<file path="config.mk">
export PLATFORM = sky130hd
export DESIGN_NAME = mux_arb_nx1_flat
export DESIGN_NICKNAME = d
export VERILOG_FILES = /design/src/rtl/mux_arb_nx1_if.sv /design/src/rtl/mux_arb_nx1.sv /design/src/flat_wrapper.sv
export SDC_FILE = /design/constraint.sdc
export NUM_CORES = 1
export LEC_CHECK = 0
export ABC_AREA = 0
export ABC_CLOCK_PERIOD_IN_PS = 4000
export CAP_MARGIN = 0
export CORE_AREA = 2 2 448 450
export CTS_BUF_LIST = sky130_fd_sc_hd__clkbuf_4 sky130_fd_sc_hd__clkbuf_8
export DETAILED_ROUTE_END_ITERATION = 10
export DIE_AREA = 0 0 450 452
export GPL_TIMING_DRIVEN = 0
export SLEW_MARGIN = 25
export SYNTH_ARGS = -nofsm -noshare
export SYNTH_HDL_FRONTEND = slang
export SYNTH_SLANG_ARGS = --single-unit
</file>
<file path="constraint.sdc">
create_clock -name clk_i -period 4 [get_ports clk_i]
set_input_delay 0.4 -clock clk_i [delete_from_list [all_inputs] [get_ports clk_i]]
set_output_delay 0.4 -clock clk_i [all_outputs]
set_load 0.03 [all_outputs]
</file>
<file path="src/rtl/mux_arb_nx1_if.sv">
// ---------------------------------------------------------------------------
// mux_arb_nx1_if
//   Bundle of the N-input selector's handshake and data signals.
//
//   Parameters: WIDTH (data bits per channel), NUM_IN (channel count),
//               SEL_W (select width, 2^SEL_W >= NUM_IN).
//
//   Signals:
//     in_data   NUM_IN*WIDTH  flattened channel data, channel k at [k*WIDTH +: WIDTH]
//     in_valid  NUM_IN        per-channel valid
//     in_ready  NUM_IN        per-channel accept strobe (one-hot or zero)
//     sel       SEL_W         channel select for fixed mode
//     mode      1             0 = fixed select, 1 = round-robin
//     out_data  WIDTH         registered selected word
//     out_sel   SEL_W         channel that produced out_data
//     out_valid 1             out_data is valid
//     out_ready 1             consumer accepts out_data
//
//   Modports: master = producers/consumer side driving the selector,
//             slave  = the selector itself.
// ---------------------------------------------------------------------------
interface mux_arb_nx1_if #(
  parameter int WIDTH  = 32,
  parameter int NUM_IN = 32,
  parameter int SEL_W  = 5
);
  logic [NUM_IN*WIDTH-1:0] in_data;
  logic [NUM_IN-1:0]       in_valid;
  logic [NUM_IN-1:0]       in_ready;
  logic [SEL_W-1:0]        sel;
  logic                    mode;
  logic [WIDTH-1:0]        out_data;
  logic [SEL_W-1:0]        out_sel;
  logic                    out_valid;
  logic                    out_ready;

  modport master (
    output in_data, in_valid, sel, mode, out_ready,
    input  in_ready, out_data, out_sel, out_valid
  );

  modport slave (
    input  in_data, in_valid, sel, mode, out_ready,
    output in_ready, out_data, out_sel, out_valid
  );
endinterface

</file>
<file path="src/rtl/mux_arb_nx1.sv">
// ---------------------------------------------------------------------------
// mux_arb_nx1
//   N-input, W-bit registered selector with per-channel valid/ready
//   handshakes. One channel is picked per cycle, either by the external
//   select or (optionally) by round-robin arbitration, and its word is
//   captured in a single output register that honours backpressure.
//
//   Ports:
//     clk_i  rising-edge clock
//     rst_i  asynchronous, active-high reset
//     bus    mux_arb_nx1_if.slave (channel inputs, select/mode, output stage)
//
//   Build option:
//     MUX_ARB_RR_EN  when defined, the round-robin search and its pointer
//                    are built and bus.mode chooses fixed/round-robin.
//                    When undefined, bus.mode is ignored (fixed select only).
// ---------------------------------------------------------------------------
module mux_arb_nx1 #(
  parameter int WIDTH  = 32,
  parameter int NUM_IN = 32,
  parameter int SEL_W  = 5
) (
  input  logic          clk_i,
  input  logic          rst_i,
  mux_arb_nx1_if.slave  bus
);

  logic [WIDTH-1:0] out_data_q, out_data_d;
  logic [SEL_W-1:0] out_sel_q,  out_sel_d;
  logic             out_valid_q, out_valid_d;

  logic             ld;
  logic             fix_grant;
  logic             grant;
  logic [SEL_W-1:0] gnt_idx;
  logic [WIDTH-1:0] gnt_data;

  // The output register may take a new word when it is empty or being drained.
  assign ld = ~out_valid_q | bus.out_ready;

  // Fixed select: matching against every in-range index means an out-of-range
  // select simply never matches, so no explicit bound check is needed.
  // NOTE: every always_comb output gets a default before any condition so no
  // path leaves it unassigned, which would otherwise infer a latch.
  always_comb begin
    fix_grant = 1'b0;
    for (int k = 0; k < NUM_IN; k++) begin
      if (bus.sel == SEL_W'(k) && bus.in_valid[k]) fix_grant = 1'b1;
    end
  end

`ifdef MUX_ARB_RR_EN
  logic [SEL_W-1:0] ptr_q, ptr_d;
  logic             hi_found, lo_found;
  logic [SEL_W-1:0] hi_idx, lo_idx;
  logic             rr_grant;
  logic [SEL_W-1:0] rr_idx;
  logic             mode_rr;

  assign mode_rr = bus.mode;

  // Round-robin search split in two halves: the lowest valid channel above
  // ptr wins; failing that, the lowest valid channel at or below ptr (the
  // wrap-around). Scanning downward lets the last hit be the lowest index.
  always_comb begin
    hi_found = 1'b0;
    hi_idx   = '0;
    lo_found = 1'b0;
    lo_idx   = '0;
    for (int k = NUM_IN - 1; k >= 0; k--) begin
      if (bus.in_valid[k]) begin
        if (SEL_W'(k) > ptr_q) begin
          hi_found = 1'b1;
          hi_idx   = SEL_W'(k);
        end else begin
          lo_found = 1'b1;
          lo_idx   = SEL_W'(k);
        end
      end
    end
    rr_grant = hi_found | lo_found;
    rr_idx   = hi_found ? hi_idx : lo_idx;
  end

  assign grant   = mode_rr ? rr_grant : fix_grant;
  assign gnt_idx = mode_rr ? rr_idx   : bus.sel;

  // The pointer only advances on a round-robin transfer.
  always_comb begin
    ptr_d = ptr_q;
    if (ld && grant && mode_rr) ptr_d = rr_idx;
  end

  // Reset to the last channel so the first search begins at channel 0.
  always_ff @(posedge clk_i or posedge rst_i) begin
    if (rst_i) ptr_q <= SEL_W'(NUM_IN - 1);
    else       ptr_q <= ptr_d;
  end
`else
  logic unused_mode;

  assign unused_mode = bus.mode;
  assign grant       = fix_grant;
  assign gnt_idx     = bus.sel;
`endif

  // Data steering is purely a mux into the register; in_data never reaches
  // an output combinationally.
  always_comb begin
    gnt_data = '0;
    for (int k = 0; k < NUM_IN; k++) begin
      if (gnt_idx == SEL_W'(k)) gnt_data = bus.in_data[k*WIDTH +: WIDTH];
    end
  end

  // Accept strobe: one-hot on the granted channel, held off during reset.
  always_comb begin
    bus.in_ready = '0;
    for (int k = 0; k < NUM_IN; k++) begin
      if (!rst_i && ld && grant && gnt_idx == SEL_W'(k)) bus.in_ready[k] = 1'b1;
    end
  end

  // Load on grant, drain when nothing is granted, hold while stalled.
  always_comb begin
    out_data_d  = out_data_q;
    out_sel_d   = out_sel_q;
    out_valid_d = out_valid_q;
    if (ld) begin
      if (grant) begin
        out_data_d  = gnt_data;
        out_sel_d   = gnt_idx;
        out_valid_d = 1'b1;
      end else begin
        out_valid_d = 1'b0;
      end
    end
  end

  // NOTE: state registers use non-blocking assignments so every flop samples
  // pre-edge values regardless of process ordering.
  always_ff @(posedge clk_i or posedge rst_i) begin
    if (rst_i) begin
      out_data_q  <= '0;
      out_sel_q   <= '0;
      out_valid_q <= 1'b0;
    end else begin
      out_data_q  <= out_data_d;
      out_sel_q   <= out_sel_d;
      out_valid_q <= out_valid_d;
    end
  end

  assign bus.out_data  = out_data_q;
  assign bus.out_sel   = out_sel_q;
  assign bus.out_valid = out_valid_q;

endmodule

</file>
<file path="src/flat_wrapper.sv">
// flat-port wrapper written by rule: the top's interface ports become plain ports
module mux_arb_nx1_flat 
#(
  parameter int WIDTH  = 32,
  parameter int NUM_IN = 32,
  parameter int SEL_W  = 5
)
  (clk_i, rst_i, bus_in_data, bus_in_valid, bus_sel, bus_mode, bus_out_ready, bus_in_ready, bus_out_data, bus_out_sel, bus_out_valid);
  mux_arb_nx1_if #(.WIDTH(WIDTH), .NUM_IN(NUM_IN), .SEL_W(SEL_W)) bus_i ();
  input  logic clk_i;
  input  logic rst_i;
  input wire logic [$bits(bus_i.in_data)-1:0] bus_in_data;
  input wire logic [$bits(bus_i.in_valid)-1:0] bus_in_valid;
  input wire logic [$bits(bus_i.sel)-1:0] bus_sel;
  input wire logic [$bits(bus_i.mode)-1:0] bus_mode;
  input wire logic [$bits(bus_i.out_ready)-1:0] bus_out_ready;
  output wire logic [$bits(bus_i.in_ready)-1:0] bus_in_ready;
  output wire logic [$bits(bus_i.out_data)-1:0] bus_out_data;
  output wire logic [$bits(bus_i.out_sel)-1:0] bus_out_sel;
  output wire logic [$bits(bus_i.out_valid)-1:0] bus_out_valid;
  assign bus_i.in_data = bus_in_data;
  assign bus_i.in_valid = bus_in_valid;
  assign bus_i.sel = bus_sel;
  assign bus_i.mode = bus_mode;
  assign bus_i.out_ready = bus_out_ready;
  assign bus_in_ready = bus_i.in_ready;
  assign bus_out_data = bus_i.out_data;
  assign bus_out_sel = bus_i.out_sel;
  assign bus_out_valid = bus_i.out_valid;
  mux_arb_nx1 #(.WIDTH(WIDTH), .NUM_IN(NUM_IN), .SEL_W(SEL_W)) u_core (.clk_i(clk_i), .rst_i(rst_i), .bus(bus_i));
endmodule
</file>
==> impl_summary.log <==
INFO  metric ctsHtreeMaxLevel = 2
INFO  metric worstSetupStartpoint = bus_sel[0]
INFO  metric die_area = approximately 200000 µm²
INFO  metric floorplan.initialDensity = under 10%
INFO  metric setup_viol = 4
INFO  metric synthCells = ~1600
INFO  metric detail_route.first_pass.iterations = 6
INFO  metric ys_warn_count = 0
INFO  metric hold_buffers = 0
INFO  metric synth_xor_area_share = 0.0819%
INFO  metric post_synth_num_cell_types = 76
INFO  metric unrepaired_setup_endpoints_after_global_routing = false
INFO  metric grt_pass1_vias = between 20000 and 25000
INFO  metric ys_dominant_reg_cell = dfrtp_1
INFO  metric endpoint_of_the_worst_hold_path = u_core.bus.out_data[18]
INFO  metric clock_transition_at_the_registers_of_the_reported_paths = approximately 0.12 ns
INFO  metric drt_antenna_net_count = 0
INFO  metric final_period_minus_worst_setup_slack = 4.06 ns
INFO  metric power.clock.fraction = a little under 9%
INFO  metric synth_area_per_cell = roughly 6.7 µm²
INFO  metric critical_path.cell_chain = buf_2 > buf_4 > clkbuf_4 > buf_2 > buf_6 > buf_6 > mux2_2 > o21ai_0 > nand3_2 > a222oi_1 > o21ai_0
INFO  metric cts-buffers-inserted = 5
INFO  metric slew_viol_final = 0
INFO  metric yosys-mux-area-fraction = 9.38%
INFO  metric timing.setup.critical_path_class = input port to flop
INFO  metric grt_max_degree = 40
INFO  metric tritoncts = done
INFO  metric power.share.combinational = between 70% and 80%
INFO  metric sequentialPowerShare = 12.4%
INFO  metric cell_with_the_largest_stage_delay_on_the_worst_path = a222oi_1
INFO  metric initialDrtViolationCount = 2855
INFO  metric drc = 0
INFO  metric hold_depth = 2
INFO  metric maxClockFrequency = about 250 MHz
INFO  metric grt_first_pass_wirelength = approximately 280 mm
INFO  metric finalClockSkew = 0.0381 ns
INFO  metric synthArstFlopShare = 100%
INFO  metric postRouteWirelength = ~230 mm
INFO  metric synth_edf_count = 0
INFO  metric place.gp.congestion = 0.933
INFO  metric post-dp-hpwl = 210 mm
INFO  metric status = finished, violations left
INFO  metric drv.max_cap_violation_count = 0
INFO  metric critical_path_required = 4.23 ns
INFO  metric core_area = about 200000 µm²
INFO  metric r2r_cells = 4
INFO  metric final_net_count = around 3900
INFO  metric switching_fraction = roughly half
INFO  metric timing.rr.end = u_core.bus.out_data[10]
INFO  metric final_min_period_over_clock_period = 101%
INFO  metric synth-compound-area-share = about 46%
INFO  metric timing.critical_path.max_delay_family = buffers and inverters
INFO  metric critical_path.startpoint_type = input port
INFO  metric insertion_delay = around 0.40 ns
INFO  metric clock_path_buffers = 2
INFO  metric clock_sink_count = 38
INFO  metric detailroute.via_count = between 20000 and 25000
INFO  metric die-height = roughly 450 µm
INFO  metric worst-path-buf-inv = 6
INFO  metric area_growth = 159%
INFO  metric finalNonFillerCells = ~5500
INFO  metric violated_checks = negative setup slack
INFO  metric synth_top_family_by_area = compound AO/OA/AOI/OAI gates
INFO  metric top_level_ports = 1135
INFO  metric arrival = between 4 and 5 ns
INFO  metric overflow = 0
INFO  metric final.setup.worst_slack = -0.0567 ns
INFO  metric hold_ws = between 0.4 and 0.5 ns
INFO  metric vdd.ir_drop.worst = ~0.10 mV
INFO  metric critPathMaxStageDelay = ~1 ns
INFO  metric post_drt_wl_per_cell = 42.4 µm
INFO  metric clock_tree.root_cell = clkbuf_8
INFO  metric power.internal = about 2.4 mW
INFO  metric hold_viol_final = 0
INFO  metric dp_cells = 5431
INFO  metric yosys.area_share.simple = between 20% and 30%
INFO  metric power_per_cell_area = around 180 nW/µm²
INFO  metric postSynthRegisterBits = 38
INFO  metric initial_antenna_violation_count = 132
INFO  metric port-buffer-count = about 1100
INFO  metric switching_power = approximately 2.5 mW
INFO  metric timing.rr.start = u_core.bus.out_valid
INFO  metric p_leak = between 9 and 10 nW
INFO  metric worstSetupEndpointType = flop
INFO  metric seq_area_frac_synth = 8.89%
INFO  metric max_slew.worst_pin.slew = approximately 1.2 ns
INFO  metric drive_above_1_share = roughly 17%
INFO  metric slew_headroom = about 22%
INFO  metric min_from = u_core.bus.out_data[18]
INFO  metric hold_class = flop to flop
INFO  metric reg2reg_setup_slack = just under 2 ns
INFO  metric synth_fp_nets = 2669
INFO  metric netlist_area = roughly 11000 µm²
INFO  metric core.rowCount = about 160
INFO  metric synth_adder_area_share = 0%
INFO  metric detail_route.vias_per_cell = slightly below 4
INFO  metric grtUsageTotal = 21.7%
INFO  metric die_w = 450 µm
INFO  metric critical_path_peak_fanout = 10
==> worst min-delay path, cell delays in order, from the launching register on <==
cell	delay, ns
dfrtp_1	0.36
nand2_1	0.05
o41ai_1	0.06
==> sequential cells by signal, summed over array words and instances, names as in the netlist <==
signal / cells
u_core.bus.out_valid: 1
u_core.bus.out_data: 32
u_core.bus.out_sel: 5
==> metrics by stage <==
stage / power, mW / utilization, % / area, µm² / setup TNS, ns / worst slack [ns]
after floorplan: 1.65 / - / 10700 / 0 / 0.778
after global placement: 4.24 / 12.8 / 25300 / -191.74 / -3.74
after detailed placement: 4.35 / 13.3 / 26500 / -114.50 / -2.15
after CTS: 4.89 / 13.9 / 27500 / -0.376 / -0.0721
after global routing: 4.99 / 13.9 / 27600 / 0 / 0.0189
final: 4.86 / 13.9 / 27700 / -0.0931 / -0.0567
==> power groups by stage <==
stage / logic (mW) / clock network [mW] / registers (mW)
global route: 3.95 / 0.429 / 0.618
global placement: 3.63 / 0 / 0.607
detailed placement: 3.74 / 0 / 0.611
floorplan: 0.796 / 0 / 0.854
finish: 3.84 / 0.421 / 0.603
CTS: 3.89 / 0.406 / 0.602
==> cells by family (layout without fill, tap and decap cells) <==
group / Yosys count / in the layout
AO/OA/AOI/OAI: 727 / 727
multiplexers: 82 / 82
AND/OR/NAND/NOR: 580 / 580
buffers and inverters: 176 / 1369
XOR/XNOR: 1 / 1
other: 0 / 54
flip-flops: 38 / 38
==> cell type report <==
type                            count  area, µm²
Tap cell                         2656       3320
Timing Repair Buffer             1190      12100
Buffer                            164       1020
Clock inverter                      2       12.5
Clock buffer                        6       82.6
Inverter                            7       32.5
Fill cell                       23000     171000
Antenna cell                       54        135
Sequential cell                    38        951
Multi-Input combinational cell   1390      10000
==> cells in the final DEF, fill, tap and decap left out, types with 24 or more instances in the layout <==
cell,n
diode_2,54
o22ai_1,100
clkbuf_2,39
buf_4,59
mux2_2,36
nand2_1,134
a221oi_1,47
o21ai_0,109
clkdlybuf4s50_1,1096
buf_2,37
mux2i_1,31
clkbuf_1,36
dfrtp_1,38
nand3_1,29
a22oi_1,106
a21oi_1,123
nor3_1,37
nor2_1,103
and3_1,24
==> per-layer routing <==
metal  global-route usage (%)  vias to the layer above  part of all wire, %
li1                         -                     8923                    -
met1                     24.7                    11000                   37
met2                     38.8                     1554                   50
met3                     5.27                      327                  7.9
met4                     8.56                       62                  4.7
met5                        0                        -                 0.18
==> cells in the mapped netlist, drive strengths merged, types with 14 or more instances <==
cell      n  area [µm²]
nand4    23         144
a21oi   137         686
and3     25         156
a22oi   109         818
mux2     36         405
nor3b    15         123
nor2b    23         144
a221oi   53         464
nand2   147         552
dfrtp    38         951
o211a    14         140
buf      67         353
o221ai   23         201
clkbuf  102         383
nand3    34         170
mux2i    35         350
o22ai   118         738
a22o     16         140
or3b     24         210
nor4     30         194
nor2    127         477
o21ai   126         631
nor3     49         245
or3      14        87.6
==> worst max-delay path by stage <==
stage	endpoint	cells past startpoint
2_1_floorplan	bus_in_ready[0]	9
3_3_place_gp	u_core.bus.out_data[6]	10
3_5_place_dp	bus_in_ready[9]	9
4_1_cts	bus_in_ready[0]	11
5_1_grt	bus_in_ready[31]	11
6_report	u_core.bus.out_data[23]	11
==> what timing repair did <==
| action | in CTS | in global routing |
|---|---|---|
| endpoints found under the hold margin | 0 | 0 |
| pin swaps | 13 | 6 |
| cloned | 0 | 0 |
| setup buffers | 17 | 2 |
| endpoints found under the setup margin | 69 | 54 |
| resized for setup | 418 | 24 |
(Power assumes the default switching activity.)
==> edit (same settings) <==
`NUM_IN` is set to 32 in 3 places; all go to 16.
--- a/src/rtl/mux_arb_nx1_if.sv
+++ b/src/rtl/mux_arb_nx1_if.sv
@@ -22,5 +22,5 @@
 interface mux_arb_nx1_if #(
   parameter int WIDTH  = 32,
-  parameter int NUM_IN = 32,
+  parameter int NUM_IN = 16,
   parameter int SEL_W  = 5
 );
--- a/src/rtl/mux_arb_nx1.sv
+++ b/src/rtl/mux_arb_nx1.sv
@@ -18,5 +18,5 @@
 module mux_arb_nx1 #(
   parameter int WIDTH  = 32,
-  parameter int NUM_IN = 32,
+  parameter int NUM_IN = 16,
   parameter int SEL_W  = 5
 ) (
--- a/src/flat_wrapper.sv
+++ b/src/flat_wrapper.sv
@@ -3,5 +3,5 @@
 #(
   parameter int WIDTH  = 32,
-  parameter int NUM_IN = 32,
+  parameter int NUM_IN = 16,
   parameter int SEL_W  = 5
 )
Ports: changed (resized bus_in_data, bus_in_ready and bus_in_valid); port bits go from 1135 to 591. The function was not compared with the original's and may differ.
==> edit against the original RTL <==
The flow still finishes with violations (setup timing). Worst setup slack got worse by 0.026 ns. Clock skew decreased by 0.022 ns. Synthesized area down 43%. Cell area down 42%. Clock power down 5.9%. Via count shrank 45%. Power shrank 35%. Sequential cell count stayed put. Sequential share of layout area is 2.5 points higher. Cell count is 23% lower. Routed wire length decreased by 45%. Highest routed layer unchanged.
==> edit: results (changes against the original RTL) <==
<table>
<tr><th>Metric</th><th>Value</th></tr>
<tr><th colspan="2">STA</th></tr>
<tr><td>Slew HR</td><td>26.07% (was 22.01%)</td></tr>
<tr><td>Final setup violating endpoints</td><td>1 (was 4)</td></tr>
<tr><td>Minimum setup slack in the final design</td><td>-0.08259 ns (was -0.05668 ns)</td></tr>
<tr><td>Post-Route Hold Slack</td><td>0.2634 ns (was 0.4970 ns)</td></tr>
<tr><th colspan="2">Power</th></tr>
<tr><td>Maximum resistive drop on vdd</td><td>0.0001960 V (was 0.00009963 V)</td></tr>
<tr><td>Power attributed to combinational cells</td><td>2.15 mW (was 3.84 mW)</td></tr>
<tr><td>Leakage Power</td><td>4.806 nW (was 9.309 nW)</td></tr>
<tr><td>Net switching power</td><td>1.592 mW (was 2.500 mW)</td></tr>
<tr><td>Relative contribution of sequential cells to total power</td><td>19.3% (was 12.4%)</td></tr>
<tr><th colspan="2">Logic synthesis</th></tr>
<tr><td>Leading post-synthesis cells by instance count</td><td>sky130_fd_sc_hd__o21ai_0 (125), sky130_fd_sc_hd__nor2_1 (112), sky130_fd_sc_hd__nand2_1 (101) (was sky130_fd_sc_hd__nand2_1 (147), sky130_fd_sc_hd__a21oi_1 (137), sky130_fd_sc_hd__nor2_1 (127))</td></tr>
<tr><td>Area contributors post-synth</td><td>sky130_fd_sc_hd__dfrtp_1 (16%), sky130_fd_sc_hd__o21ai_0 (10%), sky130_fd_sc_hd__nor2_1 (6.9%) (was sky130_fd_sc_hd__dfrtp_1 (8.9%), sky130_fd_sc_hd__a22oi_1 (7.7%), sky130_fd_sc_hd__o22ai_1 (6.9%))</td></tr>
<tr><th colspan="2">Outcome</th></tr>
<tr><td>Violated checks</td><td>setup timing (unchanged)</td></tr>
<tr><td>Run status</td><td>finished, violations left (unchanged)</td></tr>
<tr><th colspan="2">Place</th></tr>
<tr><td>Port bufs</td><td>587 (was 1131)</td></tr>
<tr><td>Gp weighted congestion</td><td>0.8366 (was 0.9333)</td></tr>
<tr><th colspan="2">Critical path</th></tr>
<tr><td>Arrival time at the worst endpoint</td><td>4.34 ns (was 4.28 ns)</td></tr>
<tr><td>Setup slack, reg-to-reg</td><td>2.08 ns (was 1.99 ns)</td></tr>
<tr><td>Max incr delay on CP</td><td>0.59 ns (was 0.99 ns)</td></tr>
<tr><td>R2R depth</td><td>7 (was 4)</td></tr>
<tr><th colspan="2">Final layout</th></tr>
<tr><td>Count of inverters other than clock inverters in the layout</td><td>9 (was 7)</td></tr>
<tr><td>Multi-input logic portion of the cell area</td><td>30.77% (was 36.15%)</td></tr>
<tr><td>Fraction of final layout cells sized beyond drive strength 1</td><td>11.74% (was 16.73%)</td></tr>
<tr><td>Count of inserted antenna diode cells</td><td>36 (was 54)</td></tr>
<tr><td>Count of nets after finishing</td><td>2078 (was 3861)</td></tr>
<tr><th colspan="2">Detailed routing</th></tr>
<tr><td>Initial DRT Pass Iterations</td><td>5 (was 6)</td></tr>
</table>
-- edit: routing by layer --
metal  wire [µm]  up-vias  share of wire [%]
met4        7595       58                5.9
met1       44240     5843                 34
met5         343        -               0.27
met3       11930      235                9.3
li1            -     4869                  -
met2       64650      906                 50
-- edit: worst max-delay path by stage --
stage	cells after the start	slack [ns]	to	startpoint
3_3_place_gp	10	-3.11	u_core.bus.out_data[14]	bus_sel[1]
2_1_floorplan	9	1.00	bus_in_ready[1]	bus_sel[4]
3_5_place_dp	11	-1.44	bus_in_ready[6]	bus_sel[1]
6_report	12	-0.08	u_core.bus.out_data[14]	bus_sel[1]
4_1_cts	12	0.02	u_core.bus.out_data[7]	bus_sel[0]
5_1_grt	10	0.003	u_core.bus.out_data[1]	bus_sel[3]
-- edit: kinds of logic after synthesis --
kind of cell | after synthesis | synth area share [%]
buf+inv | 95 | 7.078
mux | 5 | 0.8822
simple gates | 305 | 22.79
flops | 38 | 15.59
compound gates | 475 | 53.65
